## config.mk

```make
export PLATFORM = sky130hd
export DESIGN_NAME = fp_sqrt_ctrl_flat
export DESIGN_NICKNAME = d
export VERILOG_FILES = /design/src/rtl/fp_sqrt_ctrl_if.sv /design/src/rtl/fp_sqrt_ctrl.sv /design/src/flat_wrapper.sv
export SDC_FILE = /design/constraint.sdc
export NUM_CORES = 1
export LEC_CHECK = 0
export CORE_MARGIN = 2
export CORE_UTILIZATION = 40
export CTS_BUF_LIST = sky130_fd_sc_hd__clkbuf_4 sky130_fd_sc_hd__clkbuf_8
export CTS_CLUSTER_DIAMETER = 150
export DETAILED_ROUTE_END_ITERATION = 7
export GPL_TIMING_DRIVEN = 1
export PLACE_DENSITY_LB_ADDON = 0.1
export SYNTH_ARGS = -nofsm -noshare
export SYNTH_HDL_FRONTEND = slang
export SYNTH_SLANG_ARGS = --single-unit
```

## constraint.sdc

```tcl
create_clock -name clk -period 9.82 [get_ports clk]
set_clock_uncertainty 0.2 [all_clocks]
set_input_delay 1.964 -clock clk [delete_from_list [all_inputs] [get_ports clk]]
set_output_delay 1.964 -clock clk [all_outputs]
set_load 0.01 [all_outputs]
```

## src/rtl/fp_sqrt_ctrl_if.sv

```systemverilog
// Handshake and core-side signal bundle for the square-root controller.
// The master modport belongs to the controller; the slave modport belongs to the operand source, the result sink and the core.
interface fp_sqrt_ctrl_if #(
  parameter int E_DW = 8,
  parameter int F_DW = 7
);
  localparam int W  = 1 + E_DW + F_DW;
  localparam int SW = F_DW + 1;
  localparam int RW = 2 * SW;

  logic          op_valid_i;
  logic          op_ready_o;
  logic [W-1:0]  op_i;
  logic          inv_i;
  logic          doSqrt_o;
  logic [SW-1:0] s_o;
  logic          is_exp_odd_o;
  logic          invSqrt_o;
  logic          special_case_o;
  logic          core_valid_i;
  logic [RW-1:0] core_res_i;
  logic          res_valid_o;
  logic          res_ready_i;
  logic [W-1:0]  res_o;
  logic          timeout_o;

  modport master (
    input  op_valid_i, op_i, inv_i, core_valid_i, core_res_i, res_ready_i,
    output op_ready_o, doSqrt_o, s_o, is_exp_odd_o, invSqrt_o, special_case_o,
           res_valid_o, res_o, timeout_o
  );

  modport slave (
    output op_valid_i, op_i, inv_i, core_valid_i, core_res_i, res_ready_i,
    input  op_ready_o, doSqrt_o, s_o, is_exp_odd_o, invSqrt_o, special_case_o,
           res_valid_o, res_o, timeout_o
  );
endinterface

```

## src/rtl/fp_sqrt_ctrl.sv

```systemverilog
// Unpack/classify, core sequencing and normalise/round/pack around the iterative sqrt core.
// state  | meaning
// IDLE   | ready for an operand; specials resolve here and jump straight to OUT
// ISSUE  | one-cycle start pulse to the core
// WAIT   | waiting for the core result or the timeout
// PACK   | normalise, round (RNE) and pack the captured core result
// OUT    | result presented until the consumer takes it
module fp_sqrt_ctrl #(
  parameter int E_DW        = 8,
  parameter int F_DW        = 7,
  parameter int BIAS        = 127,
  parameter int TIMEOUT_CYC = 64
) (
  input  logic          clk,
  input  logic          rst,
  fp_sqrt_ctrl_if.master bus
);
  localparam int W   = 1 + E_DW + F_DW;
  localparam int SW  = F_DW + 1;
  localparam int RW  = 2 * SW;
  localparam int EW  = E_DW + 2;
  localparam int LZW = $clog2(RW + 1);
  localparam int CW  = $clog2(TIMEOUT_CYC + 1);

  localparam logic [W-1:0] QNAN = {1'b0, {E_DW{1'b1}}, 1'b1, {(F_DW-1){1'b0}}};
  localparam logic [W-1:0] INF  = {1'b0, {E_DW{1'b1}}, {F_DW{1'b0}}};
  localparam logic signed [EW-1:0] BIAS_S  = EW'(BIAS);
  localparam logic signed [EW-1:0] EXP_MAX = EW'((2**E_DW) - 1);

  typedef enum logic [2:0] {S_IDLE, S_ISSUE, S_WAIT, S_PACK, S_OUT} state_t;
  state_t state, state_nxt;

  logic                 op_sign;
  logic [E_DW-1:0]      op_exp;
  logic [F_DW-1:0]      op_frac;
  logic                 is_zero, is_nan, is_inf, is_special;
  logic [W-1:0]         special_res;
  logic signed [EW-1:0] e_unb, e_half, rexp_in;

  logic [SW-1:0]        s_r;
  logic                 odd_r, inv_r, timeout_r;
  logic signed [EW-1:0] rexp_r;
  logic [RW-1:0]        cap_r;
  logic [W-1:0]         res_r;
  logic [CW-1:0]        wait_cnt;
  logic                 wait_done;

  logic [LZW-1:0]       lz;
  logic [RW-1:0]        m;
  logic [F_DW-1:0]      keep;
  logic                 guard, sticky, round_up;
  logic [F_DW:0]        sum;
  logic signed [EW-1:0] rexp_p;
  logic [W-1:0]         pack_res;

  function automatic logic [LZW-1:0] clz(input logic [RW-1:0] v);
    logic done;
    clz  = '0;
    done = 1'b0;
    for (int i = RW - 1; i >= 0; i--) begin
      if (!done) begin
        if (v[i]) done = 1'b1;
        else      clz  = clz + 1'b1;
      end
    end
  endfunction

  assign op_sign    = bus.op_i[W-1];
  assign op_exp     = bus.op_i[W-2 -: E_DW];
  assign op_frac    = bus.op_i[F_DW-1:0];
  assign is_zero    = (op_exp == '0);
  assign is_nan     = (&op_exp) && (|op_frac);
  assign is_inf     = (&op_exp) && !(|op_frac);
  assign is_special = is_zero || (&op_exp) || op_sign;

  assign e_unb   = $signed({2'b00, op_exp}) - BIAS_S;
  assign e_half  = e_unb >>> 1;
  assign rexp_in = bus.inv_i ? (BIAS_S - e_half) : (BIAS_S + e_half);

  always_comb begin
    special_res = '0;
    if (is_nan || (op_sign && !is_zero)) special_res = QNAN;
    else if (is_inf)                     special_res = bus.inv_i ? '0 : INF;
    else if (bus.inv_i)                  special_res = {op_sign, INF[W-2:0]};
    else                                 special_res = {op_sign, {(W-1){1'b0}}};
  end

  assign lz       = clz(cap_r);
  assign m        = cap_r << lz;
  assign keep     = m[RW-2 -: F_DW];
  assign guard    = m[RW-2-F_DW];
  assign sticky   = |m[RW-3-F_DW:0];
  assign round_up = guard & (sticky | keep[0]);
  assign sum      = {1'b0, keep} + {{F_DW{1'b0}}, round_up};
  assign rexp_p   = rexp_r - $signed({{(EW-LZW){1'b0}}, lz})
                           + $signed({{(EW-1){1'b0}}, sum[F_DW]});

  // On mantissa carry-out the low bits of sum are already zero, so they serve as the fraction directly.
  always_comb begin
    pack_res = '0;
    if (!m[RW-1] || rexp_p[EW-1] || (rexp_p == '0)) pack_res = '0;
    else if (rexp_p >= EXP_MAX)                     pack_res = INF;
    else                                            pack_res = {1'b0, rexp_p[E_DW-1:0], sum[F_DW-1:0]};
  end

  assign wait_done = (wait_cnt == CW'(TIMEOUT_CYC - 1));

  always_ff @(posedge clk) begin
    if (rst) state <= S_IDLE;
    else     state <= state_nxt;
  end

  always_comb begin
    state_nxt = state;
    case (state)
      S_IDLE:  if (bus.op_valid_i) state_nxt = is_special ? S_OUT : S_ISSUE;
      S_ISSUE: state_nxt = S_WAIT;
      S_WAIT:  if (bus.core_valid_i) state_nxt = S_PACK;
               else if (wait_done)   state_nxt = S_OUT;
      S_PACK:  state_nxt = S_OUT;
      S_OUT:   if (bus.res_ready_i) state_nxt = S_IDLE;
      default: state_nxt = S_IDLE;
    endcase
  end

  always_ff @(posedge clk) begin
    if (rst) begin
      s_r       <= '0;
      odd_r     <= 1'b0;
      inv_r     <= 1'b0;
      rexp_r    <= '0;
      cap_r     <= '0;
      res_r     <= '0;
      timeout_r <= 1'b0;
      wait_cnt  <= '0;
    end else begin
      case (state)
        S_IDLE: if (bus.op_valid_i) begin
          inv_r     <= bus.inv_i;
          timeout_r <= 1'b0;
          wait_cnt  <= '0;
          if (is_special) begin
            res_r <= special_res;
          end else begin
            s_r    <= {1'b1, op_frac};
            odd_r  <= e_unb[0];
            rexp_r <= rexp_in;
          end
        end
        S_WAIT: begin
          wait_cnt <= wait_cnt + 1'b1;
          if (bus.core_valid_i) begin
            cap_r <= bus.core_res_i;
          end else if (wait_done) begin
            res_r     <= QNAN;
            timeout_r <= 1'b1;
          end
        end
        S_PACK:  res_r <= pack_res;
        S_OUT:   if (bus.res_ready_i) timeout_r <= 1'b0;
        default: ;
      endcase
    end
  end

  assign bus.op_ready_o     = (state == S_IDLE);
  assign bus.doSqrt_o       = (state == S_ISSUE);
  assign bus.s_o            = s_r;
  assign bus.is_exp_odd_o   = odd_r;
  assign bus.invSqrt_o      = inv_r;
  assign bus.special_case_o = 1'b0;
  assign bus.res_valid_o    = (state == S_OUT);
  assign bus.res_o          = res_r;
  assign bus.timeout_o      = timeout_r;
endmodule

```

## src/flat_wrapper.sv

```systemverilog
// flat-port wrapper written by rule: the top's interface ports become plain ports
module fp_sqrt_ctrl_flat 
#(
  parameter int E_DW        = 8,
  parameter int F_DW        = 7,
  parameter int BIAS        = 127,
  parameter int TIMEOUT_CYC = 64
)
  (clk, rst, bus_op_valid_i, bus_op_i, bus_inv_i, bus_core_valid_i, bus_core_res_i, bus_res_ready_i, bus_op_ready_o, bus_doSqrt_o, bus_s_o, bus_is_exp_odd_o, bus_invSqrt_o, bus_special_case_o, bus_res_valid_o, bus_res_o, bus_timeout_o);
  fp_sqrt_ctrl_if #(.E_DW(E_DW), .F_DW(F_DW)) bus_i ();
  input  logic clk;
  input  logic rst;
  input wire logic [$bits(bus_i.op_valid_i)-1:0] bus_op_valid_i;
  input wire logic [$bits(bus_i.op_i)-1:0] bus_op_i;
  input wire logic [$bits(bus_i.inv_i)-1:0] bus_inv_i;
  input wire logic [$bits(bus_i.core_valid_i)-1:0] bus_core_valid_i;
  input wire logic [$bits(bus_i.core_res_i)-1:0] bus_core_res_i;
  input wire logic [$bits(bus_i.res_ready_i)-1:0] bus_res_ready_i;
  output wire logic [$bits(bus_i.op_ready_o)-1:0] bus_op_ready_o;
  output wire logic [$bits(bus_i.doSqrt_o)-1:0] bus_doSqrt_o;
  output wire logic [$bits(bus_i.s_o)-1:0] bus_s_o;
  output wire logic [$bits(bus_i.is_exp_odd_o)-1:0] bus_is_exp_odd_o;
  output wire logic [$bits(bus_i.invSqrt_o)-1:0] bus_invSqrt_o;
  output wire logic [$bits(bus_i.special_case_o)-1:0] bus_special_case_o;
  output wire logic [$bits(bus_i.res_valid_o)-1:0] bus_res_valid_o;
  output wire logic [$bits(bus_i.res_o)-1:0] bus_res_o;
  output wire logic [$bits(bus_i.timeout_o)-1:0] bus_timeout_o;
  assign bus_i.op_valid_i = bus_op_valid_i;
  assign bus_i.op_i = bus_op_i;
  assign bus_i.inv_i = bus_inv_i;
  assign bus_i.core_valid_i = bus_core_valid_i;
  assign bus_i.core_res_i = bus_core_res_i;
  assign bus_i.res_ready_i = bus_res_ready_i;
  assign bus_op_ready_o = bus_i.op_ready_o;
  assign bus_doSqrt_o = bus_i.doSqrt_o;
  assign bus_s_o = bus_i.s_o;
  assign bus_is_exp_odd_o = bus_i.is_exp_odd_o;
  assign bus_invSqrt_o = bus_i.invSqrt_o;
  assign bus_special_case_o = bus_i.special_case_o;
  assign bus_res_valid_o = bus_i.res_valid_o;
  assign bus_res_o = bus_i.res_o;
  assign bus_timeout_o = bus_i.timeout_o;
  fp_sqrt_ctrl #(.E_DW(E_DW), .F_DW(F_DW), .BIAS(BIAS), .TIMEOUT_CYC(TIMEOUT_CYC)) u_core (.clk(clk), .rst(rst), .bus(bus_i));
endmodule
```

==> results of run 1 <==
==> cell families (layout without fill, tap and decap cells) <==
group                    Yosys count  in the layout  synth area share [%]
multiplexers                      48             48                  8.75
XOR/XNOR                          57             57                  10.1
AND/OR/NAND/NOR                  327            328                  28.3
other                              1              1                0.0638
AO/OA/AOI/OAI                    164            164                  18.5
adder cells (fa/ha/maj)           32             32                  6.90
buffers and inverters             70            183                  6.18
flip-flops                        62             62                  21.1
==> flip-flops by register name (all words and copies together), names as in the netlist <==
| name | count |
|---|---|
| u_core.cap_r | 16 |
| u_core.wait_cnt | 7 |
| u_core.bus.is_exp_odd_o | 1 |
| u_core.bus.s_o | 8 |
| u_core.bus.invSqrt_o | 1 |
| u_core.rexp_r | 9 |
| u_core.state | 3 |
| u_core.bus.timeout_o | 1 |
| u_core.bus.res_o | 16 |
==> critical path, delay by kind of cell, from the launching register on <==
kind,cells,cell delay (ps)
XOR/XNOR,1,180
buffers and inverters,2,230
AO/OA/AOI/OAI,21,3500
multiplexers,5,890
flip-flops,1,360
AND/OR/NAND/NOR,15,1880
adder cells (fa/ha/maj),9,2440
==> power by group through the flow <==
stage	clock (W)	combinational [W]	sequential [W]
finish	0.000260	0.00230	0.000278
global route	0.000279	0.00248	0.000281
global placement	0	0.00193	0.000284
detailed placement	0	0.00195	0.000284
floorplan	0	0.00142	0.000284
CTS	0.000267	0.00211	0.000279
==> layout make-up <==
type / instances / area share (%)
flip-flops and latches: 62 / 16.4
repair buffers: 139 / 16.1
well taps: 184 / 3.03
clock inverters: 3 / 0.890
inverters: 29 / 1.47
clock buffers: 12 / 2.09
multi-input cells: 630 / 60.0
==> placed cells by master, fill, tap and decap left out, types with 5 or more instances in the layout <==
cell and n:
dfxtp_1 59, xor2_1 17, nor4_1 6, clkbuf_8 11
a211oi_1 17, a21oi_1 56, xnor2_1 28, nor2b_1 9
o211ai_1 6, ha_4 5, nand2b_1 9, nor3b_1 6
or3_1 6, o21bai_1 5, and3_1 9, mux2_2 5
nor3_1 23, nand3b_1 6, buf_4 70, nor2_1 72
o21ai_1 8, ha_1 23, a21oi_2 5, nand3_1 25
inv_1 27, o21ai_0 15, nor2_2 6, and2_1 6
clkdlybuf4s50_1 66, mux2i_1 36, nand2_1 106
==> path summary, 6_finish.rpt <==
check                   start             endpoint  slack [ps]  cells past startpoint
min reg2reg  u_core.rexp_r[8]     u_core.rexp_r[8]         250                      2
max          u_core.cap_r[14]  u_core.bus.res_o[4]          50                     53
max reg2reg  u_core.cap_r[14]  u_core.bus.res_o[4]          50                     53
min          u_core.rexp_r[8]     u_core.rexp_r[8]         250                      2
==> metal layers <==
layer	up-vias	global-route usage (%)	wire (µm)
met2	121	35.0	7780
met4	0	6.93	363
li1	2918	-	-
met3	29	3.42	616
met1	2764	27.6	7860
met5	-	0	0
==> stage by stage <==
step / setup TNS (ps) / power, W / setup slack (ps) / cells
2_1_floorplan: 0 / 0.00170 / 0.0329 / 761
3_3_place_gp: -74.3 / 0.00222 / -20.3 / 1028
3_5_place_dp: -5950 / 0.00223 / -440 / 1028
4_1_cts: -0.837 / 0.00265 / -0.837 / 1050
5_1_grt: -6570 / 0.00304 / -499 / 1059
6_report: 0 / 0.00284 / 47.3 / 1059
==> what timing repair did <==
item | 4_1_cts | 5_1_grt
setup endpoints to repair | 15 | 15
hold buffers | 0 | 0
gates cloned | 1 | 0
gates resized for setup | 24 | 31
setup buffers | 6 | 9
pin swaps | 23 | 47
==> run_results.csv, run 1 <==
group,metric,value,unit
outcome,status,"finished clean",
cells_and_area,diodes,0,
cells_and_area,drive_gt1_share,20.9,%
cells_and_area,syn_to_final_growth,29.2,%
worst_setup_path,crit_required,9870,ps
synth,ys.warnings.count,0,
cells_and_area,layout.nets,940,
route,firstDrtPassIters,5,
worst_setup_path,startpoint_type,"flop",
worst_setup_path,path_max_fanout,5,
worst_setup_path,cpPeakStageDelay,360,ps
timing,post-route-period-util,99.5,%
cells_and_area,final_area,0.00759,mm²
grt,grt_pass1_vias,5762,
power_and_ir_drop,pwr-share-comb,81.0,%
power_and_ir_drop,seqPwrFrac,9.8,%
synth,synth.net_count,830,
synth,synth_area,0.00587,mm²
clock_network,numCtsBuffers,9,
route,drt-total-wl,16600,µm
power_and_ir_drop,intPower,0.00152,W
synth,synth_edf_count,0,
worst_setup_path,crit_slowest_cell,"dfxtp_4",
route,drt-vias-per-instance,5.51,
route,drtIter0Drc,265,
floorplan,row_count,44,
synth,synth_common_cells,"107 x nand2_1, 78 x nor2_1, 62 x dfxtp_1, 61 x a21oi_1, 39 x mux2i_1",
clock_network,clock-sinks,62,
grt,grt_usage,20.9,%
clock_network,path_clk_slew,70,ps
power_and_ir_drop,p_clk_share,9.2,%
synth,yosysTopAreaCellShare,21.1,%
worst_setup_path,end_kind,"flop",
floorplan,die_y,125,µm
placed_design,hpwl,12700,µm
synth,synthArstFlopShare,0,%
power_and_ir_drop,switchingPower,0.00131,W
timing,slew_viol_final,0,
grt,grt_antenna_before_repair,0,
grt,grt_first_pass_wirelength,27600,µm
floorplan,num_io_pins,69,
cells_and_area,post-route-util,52.6,%
cells_and_area,multi_input_area,0.00455,mm²
timing,max_freq,102,MHz
synth,yosys.area.top_type,"dfxtp_1",
synth,synthTopCellsByArea,"dfxtp_1 21%, nand2_1 6.8%, mux2i_1 6.6%",
hold_path,worst_hold_path_type,"flop to flop",
timing,worst_slew_pin_slew,1050,ps
cells_and_area,ff_latch_area,0.00125,mm²
cells_and_area,fillCellCount,1420,
power_and_ir_drop,power.static_leakage,3.04,nW
worst_setup_path,critPathKind,"flop to flop",
synth,ys_seq_area_share,21.1,%
synth,synth_most_common_cell,"nand2_1",
synth,synth.avg_cell_area,7.72,µm²
clock_network,cts_max_path_buffers,2,
timing,hold_viol,0,
placed_design,gp_congestion,0.915,
floorplan,core_area,0.0144,mm²
route,wl_per_cell,15.7,µm
power_and_ir_drop,peakVddDrop,0.232,mV
floorplan,start_util,40.7,%
timing,rsz0062_at_grt,"yes",
synth,syn_inst,761,
route,ant_nets,0,
flow_run,maxCapViolCount,0,
timing,hold_slack,250,ps
placed_design,place_area,0.00698,mm²
floorplan,die_w,125,µm
timing,period_minus_slack,9770,ps
route,vias,5832,
clock_network,cts_tree,"yes",
synth,synth_ff_type,"dfxtp_1",
floorplan,die_area,0.0157,mm²
power_and_ir_drop,switching_share,46.3,%
timing,finalSetupViolations,0,
timing,slew_headroom,29.9,%
synth,ys_ff_latch,62,
synth,ys_types,92,
grt,gr-total-overflow,0,
grt,grt_max_degree,65,
placed_design,port_buffers,67,
power_and_ir_drop,power_density,374,mW/mm²
worst_setup_path,arrival,9830,ps
route,drc_errors,0,
clock_network,clkLatencyLatePin,350,ps
clock_network,htreeDepth,3,
clock_network,root_buffer,"clkbuf_8",
(Power assumes the default switching activity.)
==> run 2: changes to the inputs <==
--- a/config.mk
+++ b/config.mk
@@ -6,9 +6,10 @@
 export NUM_CORES = 1
 export LEC_CHECK = 0
 export CORE_MARGIN = 2
-export CORE_UTILIZATION = 40
+export CORE_UTILIZATION = 48
 export CTS_BUF_LIST = sky130_fd_sc_hd__clkbuf_4 sky130_fd_sc_hd__clkbuf_8
 export CTS_CLUSTER_DIAMETER = 150
+export CTS_CLUSTER_SIZE = 10
 export DETAILED_ROUTE_END_ITERATION = 7
 export GPL_TIMING_DRIVEN = 1
 export PLACE_DENSITY_LB_ADDON = 0.1
==> run 2 against run 1 <==
The flow now finishes with violations (setup timing). Largest cell class unchanged. Critical path type unchanged. Highest routed layer unchanged. Clock-buffer cell count did not move. Cell area fell by 0.97%. First-iteration DRC count rose by 17%. Hold slack improved by 5.8 ps. Clock power fell by 2%. Power fell by 3.4%. Sequential share of layout area rose by 0.16 points. Die area fell by 16%. Combinational power fell by 4%. Worst setup slack got worse by 93 ps. Global-route usage rose by 4.6 points.
==> run_results.csv, run 2 (same netlist as run 1, synthesis figures left out) <==
group,metric,value,unit
power_and_ir_drop,switchingPower,0.00132,W
power_and_ir_drop,switching_share,48.1,%
cells_and_area,multi_input_area,0.00455,mm²
worst_setup_path,startpoint_type,"flop",
cells_and_area,syn_to_final_growth,27.9,%
clock_network,htreeDepth,3,
route,vias,5813,
route,drtIter0Drc,310,
outcome,violations,"setup timing",
grt,grt_pass1_vias,5624,
floorplan,core_area,0.0120,mm²
hold_path,worst_hold_path_type,"flop to flop",
grt,grt_antenna_before_repair,0,
cells_and_area,fillCellCount,1044,
grt,grt_max_degree,65,
power_and_ir_drop,intPower,0.00142,W
power_and_ir_drop,power_density,365,mW/mm²
placed_design,hpwl,12400,µm
timing,finalSetupViolations,2,
worst_setup_path,arrival,9920,ps
cells_and_area,ff_latch_area,0.00125,mm²
placed_design,place_ws,-378,ps
route,drc_errors,0,
worst_setup_path,critPathKind,"flop to flop",
worst_setup_path,path_max_fanout,6,
power_and_ir_drop,peakVddDrop,0.227,mV
route,drt-vias-per-instance,5.69,
worst_setup_path,end_kind,"flop",
timing,slew_viol_final,0,
clock_network,hold_buffers,0,
worst_setup_path,crit_slowest_cell,"fa_2",
timing,hold_slack,256,ps
grt,grt_use_met1,34.8,%
clock_network,cts_max_path_buffers,2,
route,wl_per_cell,16.1,µm
cells_and_area,layout.nets,939,
timing,max_freq,101,MHz
timing,rsz0062_at_grt,"yes",
power_and_ir_drop,p_clk_share,9.3,%
floorplan,die_w,115,µm
clock_network,clkLatencyLatePin,340,ps
worst_setup_path,cp_num_buf_inv,1,
route,firstDrtPassIters,5,
grt,use_met3,5.24,%
timing,worst_slew_pin_slew,1010,ps
clock_network,numCtsBuffers,9,
grt,grt_first_pass_wirelength,27200,µm
timing,post-route-period-util,100,%
cells_and_area,post-route-util,62.8,%
power_and_ir_drop,power.static_leakage,3.02,nW
clock_network,root_buffer,"clkbuf_8",
clock_network,cts_tree,"yes",
flow_run,maxCapViolCount,0,
worst_setup_path,cpPeakStageDelay,400,ps
grt,gr-total-overflow,0,
grt,gr-max-usage-layer,"met2",
floorplan,die_area,0.0131,mm²
cells_and_area,layout_common_cells,"106 x nand2_1, 73 x nor2_1, 70 x buf_4, 66 x clkdlybuf4s50_1, 59 x dfxtp_1",
cells_and_area,drive_gt1_share,21.0,%
placed_design,gp_congestion,0.890,
route,drt-total-wl,16500,µm
worst_setup_path,critPathTopFamily,"compound AO/OA/AOI/OAI gates",
cells_and_area,diodes,0,
timing,layout_setup_ws,-45.9,ps
worst_setup_path,crit_required,9870,ps
clock_network,clock-sinks,62,
route,ant_nets,0,
grt,use_met2,41.7,%
timing,slew_headroom,32.7,%
outcome,status,"complete, but fails checks",
floorplan,num_io_pins,69,
timing,hold_viol,0,
clock_network,path_clk_slew,70,ps
power_and_ir_drop,seqPwrFrac,10.2,%
power_and_ir_drop,pwr-share-comb,80.6,%
floorplan,row_count,40,
timing,period_minus_slack,9870,ps
floorplan,start_util,49.1,%
floorplan,die_y,115,µm
cells_and_area,layout_commonest_cell,"nand2_1",
grt,grt_usage,25.5,%
placed_design,port_buffers,67,
run 2: power by group through the flow:
stage	Clock [W]	Sequential (W)	Combinational (W)
finish	0.000254	0.000279	0.00221
global placement	0	0.000284	0.00192
CTS	0.000261	0.000279	0.00203
detailed placement	0	0.000284	0.00194
floorplan	0	0.000284	0.00142
global route	0.000271	0.000281	0.00237
run 2: layout make-up:
cell class	instances	share of cell area [%]
Clock buffer	12	2.03
Clock inverter	4	0.932
Tap cell	147	2.45
Inverter	29	1.48
Timing Repair Buffer	138	16.0
Sequential cell	62	16.6
Multi-Input combinational cell	630	60.5
run 2: what timing repair did:
item	in CTS	in global routing
resized for setup	20	34
cloned	1	0
pin swaps	21	41
setup buffers	4	10
setup endpoints to repair	15	15
run 2: worst reg2reg max path: cells and delay by family, from the launching register on:
kind	cells	cell delay [ps]
muxes	5	880
DFF	1	320
buffers and inverters	1	40
and+or+nand+nor	18	2340
AOI/OAI and AO/OA	19	3060
adders and majority gates	10	2800
xor gates and xnor gates	1	160
run 2: per-stage QoR:
stage	instance area, µm²	TNS, ps	total power [W]	std cells
4_1_cts	7290	0	0.00257	1013
6_report	7510	-69.6	0.00274	1022
2_1_floorplan	5910	0	0.00170	761
5_1_grt	7510	-6300	0.00292	1022
3_5_place_dp	6940	-5150	0.00222	992
3_3_place_gp	6940	0	0.00220	992
run 2: worst paths after layout:
| check | slack [ps] | from | cells past startpoint | to |
|---|---|---|---|---|
| worst max-delay path | -50 | u_core.cap_r[13] | 54 | u_core.bus.res_o[14] |
| worst min-delay path | 260 | u_core.bus.s_o[4] | 2 | u_core.bus.s_o[4] |
| worst max register to register | -50 | u_core.cap_r[13] | 54 | u_core.bus.res_o[14] |
| worst min register to register | 260 | u_core.bus.s_o[4] | 2 | u_core.bus.s_o[4] |
run 2: routing by layer:
metal  vias to the layer above  part of all wire (%)
li1                       2905                     -
met1                      2758                    47
met2                       130                    47
met3                        20                   5.4
met4                         0                   1.3
met5                         -                     0
==> edit (config.mk and constraints of run 2) <==
Encoding of `state_t`: now Gray code (3 bits for 5 states).
--- a/src/rtl/fp_sqrt_ctrl.sv
+++ b/src/rtl/fp_sqrt_ctrl.sv
@@ -28,5 +28,5 @@
   localparam logic signed [EW-1:0] EXP_MAX = EW'((2**E_DW) - 1);
 
-  typedef enum logic [2:0] {S_IDLE, S_ISSUE, S_WAIT, S_PACK, S_OUT} state_t;
+  typedef enum logic [2:0] {S_IDLE = 3'b000, S_ISSUE = 3'b001, S_WAIT = 3'b011, S_PACK = 3'b010, S_OUT = 3'b110} state_t;
   state_t state, state_nxt;
 
Formal check against the unedited RTL: same outputs for any inputs over 4 cycles, from zero or initial values and one cycle with rst high; so few cycles prove little.
==> edit against run 2 <==
- the run still ends with setup timing left
- routed wire length grew 19%
- synthesized area shrank 6.4%
- worst setup slack lost 0.76 ns
- cell area grew 11%
- sequential cell count is the same
- critical path type unchanged
- critical endpoint is now u_core.bus.res_o[5]
Power is left out: the tool's default activity adds up to more than one toggle a clock period on the data nets, which glitch-free logic cannot reach.
==> edit: results (changes against run 2) <==
- Unique cell type count in the Yosys netlist: 75 (-18%)
- Net Count, Synth: 825 (-0.60%)
- Mean Syn Cell Area: 7.275 um^2 (-5.7%)
- Failing checks: setup timing
- First-pass GRT wire length: 31130 um (+15%)
- Placed cells: 1012 (+2.0%)
- Hold slack final: 0.2444 ns (-0.01137 ns)
- Crit Reg-Reg Startpoint: u_core.cap_r[14]
- Reg2reg end: u_core.bus.res_o[5]
- Slew @ Worst Pin: 1.153 ns (+0.1466 ns)
- Largest net degree at the start of global routing: 60 (-7.7%)
- Worst Hold Launch: u_core.bus.res_o[2]
- Longest Clk Path Bufs: 2 (unchanged)
- Vias in the first global route: 6610 (+18%)
- Routability cong.: 0.9548 (+7.2%)
- Crit path max-delay cell type: or3_4
- Gr usage total: 30.29% (+4.8 points)
- Synth area leaders: dfxtp_1 (23%), nand2_1 (7.5%), ha_1 (6.8%)
- Worst Setup Slack, final: -0.8095 ns (-0.7635 ns)
- Vias: 6781 (+17%)
- CP arrival: 10.67 ns (+0.75 ns)
- Post-synth top cells: nand2_1 (110), nor2_1 (79), a21oi_1 (62), dfxtp_1 (62), nand3_1 (35)
- Routed WL: 19560 um (+19%)
- First drt pass iteration count: 5 (unchanged)
- Worst-path fanout max: 5 (-1)
- FFs w/ async S/R, synth: 0% (unchanged)
- Seq/Total Area, Yosys: 22.57% (+1.4 points)
- Post-place instance area: 6894 um^2 (-0.65%)
- Worst hold endpoint: u_core.bus.res_o[2]
- Outcome: finished, violations left
- Post-detail-place hpwl: 12340 um (-0.58%)
- Share of layout cells above drive strength 1: 30.25% (+9.2 points)
- Final setup violation count: 15 (+13)
- Final non-filler cell total: 1138 (+11%)
- Fill cells: 815 (-22%)
- Cells on worst reg2reg path: 73 (+35%)
- 1st-iter DRT viols: 586 (+89%)
- CP delay by family, top: buffers and inverters
==> edit: timing repair <==
| action | 4_1_cts | 5_1_grt |
|---|---|---|
| pin swaps | 26 | 26 |
| setup buffers | 95 | 17 |
| endpoints found under the hold margin | 0 | 0 |
| endpoints found under the setup margin | 15 | 15 |
| gates resized for setup | 37 | 44 |
==> edit: final cells by class <==
type | instances | area, um^2 | area share, %
timing repair buffer | 261 | 2161 | 25.97
multi-input combinational | 625 | 4398 | 52.85
inverter | 32 | 130.1 | 1.564
clock buffer | 12 | 165.2 | 1.985
tap | 143 | 178.9 | 2.150
sequential | 62 | 1246 | 14.98
clock inverter | 3 | 42.54 | 0.5112
==> edit: tightest hold or removal path, cell delays in order, from the launching register on <==
cell	delay, ns
dfxtp_1	0.31
nand2_1	0.05
nand2_1	0.04
==> edit: kinds of logic after synthesis <==
| kind of cell | count (synthesis) | share of synthesized area (%) |
|---|---|---|
| and+or+nand+nor | 334 | 29.28 |
| DFF | 62 | 22.57 |
| muxes | 31 | 6.005 |
| other | 1 | 0.06818 |
| buffers and inverters | 69 | 5.095 |
| xor gates and xnor gates | 41 | 7.416 |
| adders and majority gates | 32 | 7.370 |
| AOI/OAI and AO/OA | 186 | 22.20 |
==> edit: metrics by stage <==
stage                     TNS [ns]  setup WS, ns
after floorplan             -2.998       -0.2747
after global placement      -7.926       -0.6057
after detailed placement    -12.88       -0.9519
after CTS                   -8.654       -0.6468
after global routing        -17.61        -1.247
final                       -10.79       -0.8095
==> edit: worst max-delay path by stage <==
stage                     cells past startpoint                   to  slack [ns]             start
after detailed placement                     54  u_core.bus.res_o[7]       -0.95  u_core.cap_r[14]
after global routing                         58  u_core.bus.res_o[9]       -1.25  u_core.cap_r[14]
final                                        73  u_core.bus.res_o[5]       -0.81  u_core.cap_r[14]
after global placement                       57  u_core.bus.res_o[9]       -0.61  u_core.cap_r[14]
after floorplan                              55  u_core.bus.res_o[0]       -0.27  u_core.cap_r[13]
after CTS                                    55  u_core.bus.res_o[5]       -0.65  u_core.cap_r[14]
==> edit: metal layers <==
layer	wire length, um	track usage, %	share of wire, %
met2	9484	52.88	48
met5	0	0	0
met4	1000	14.90	5.1
met1	7571	35.75	39
met3	1508	5.522	7.7
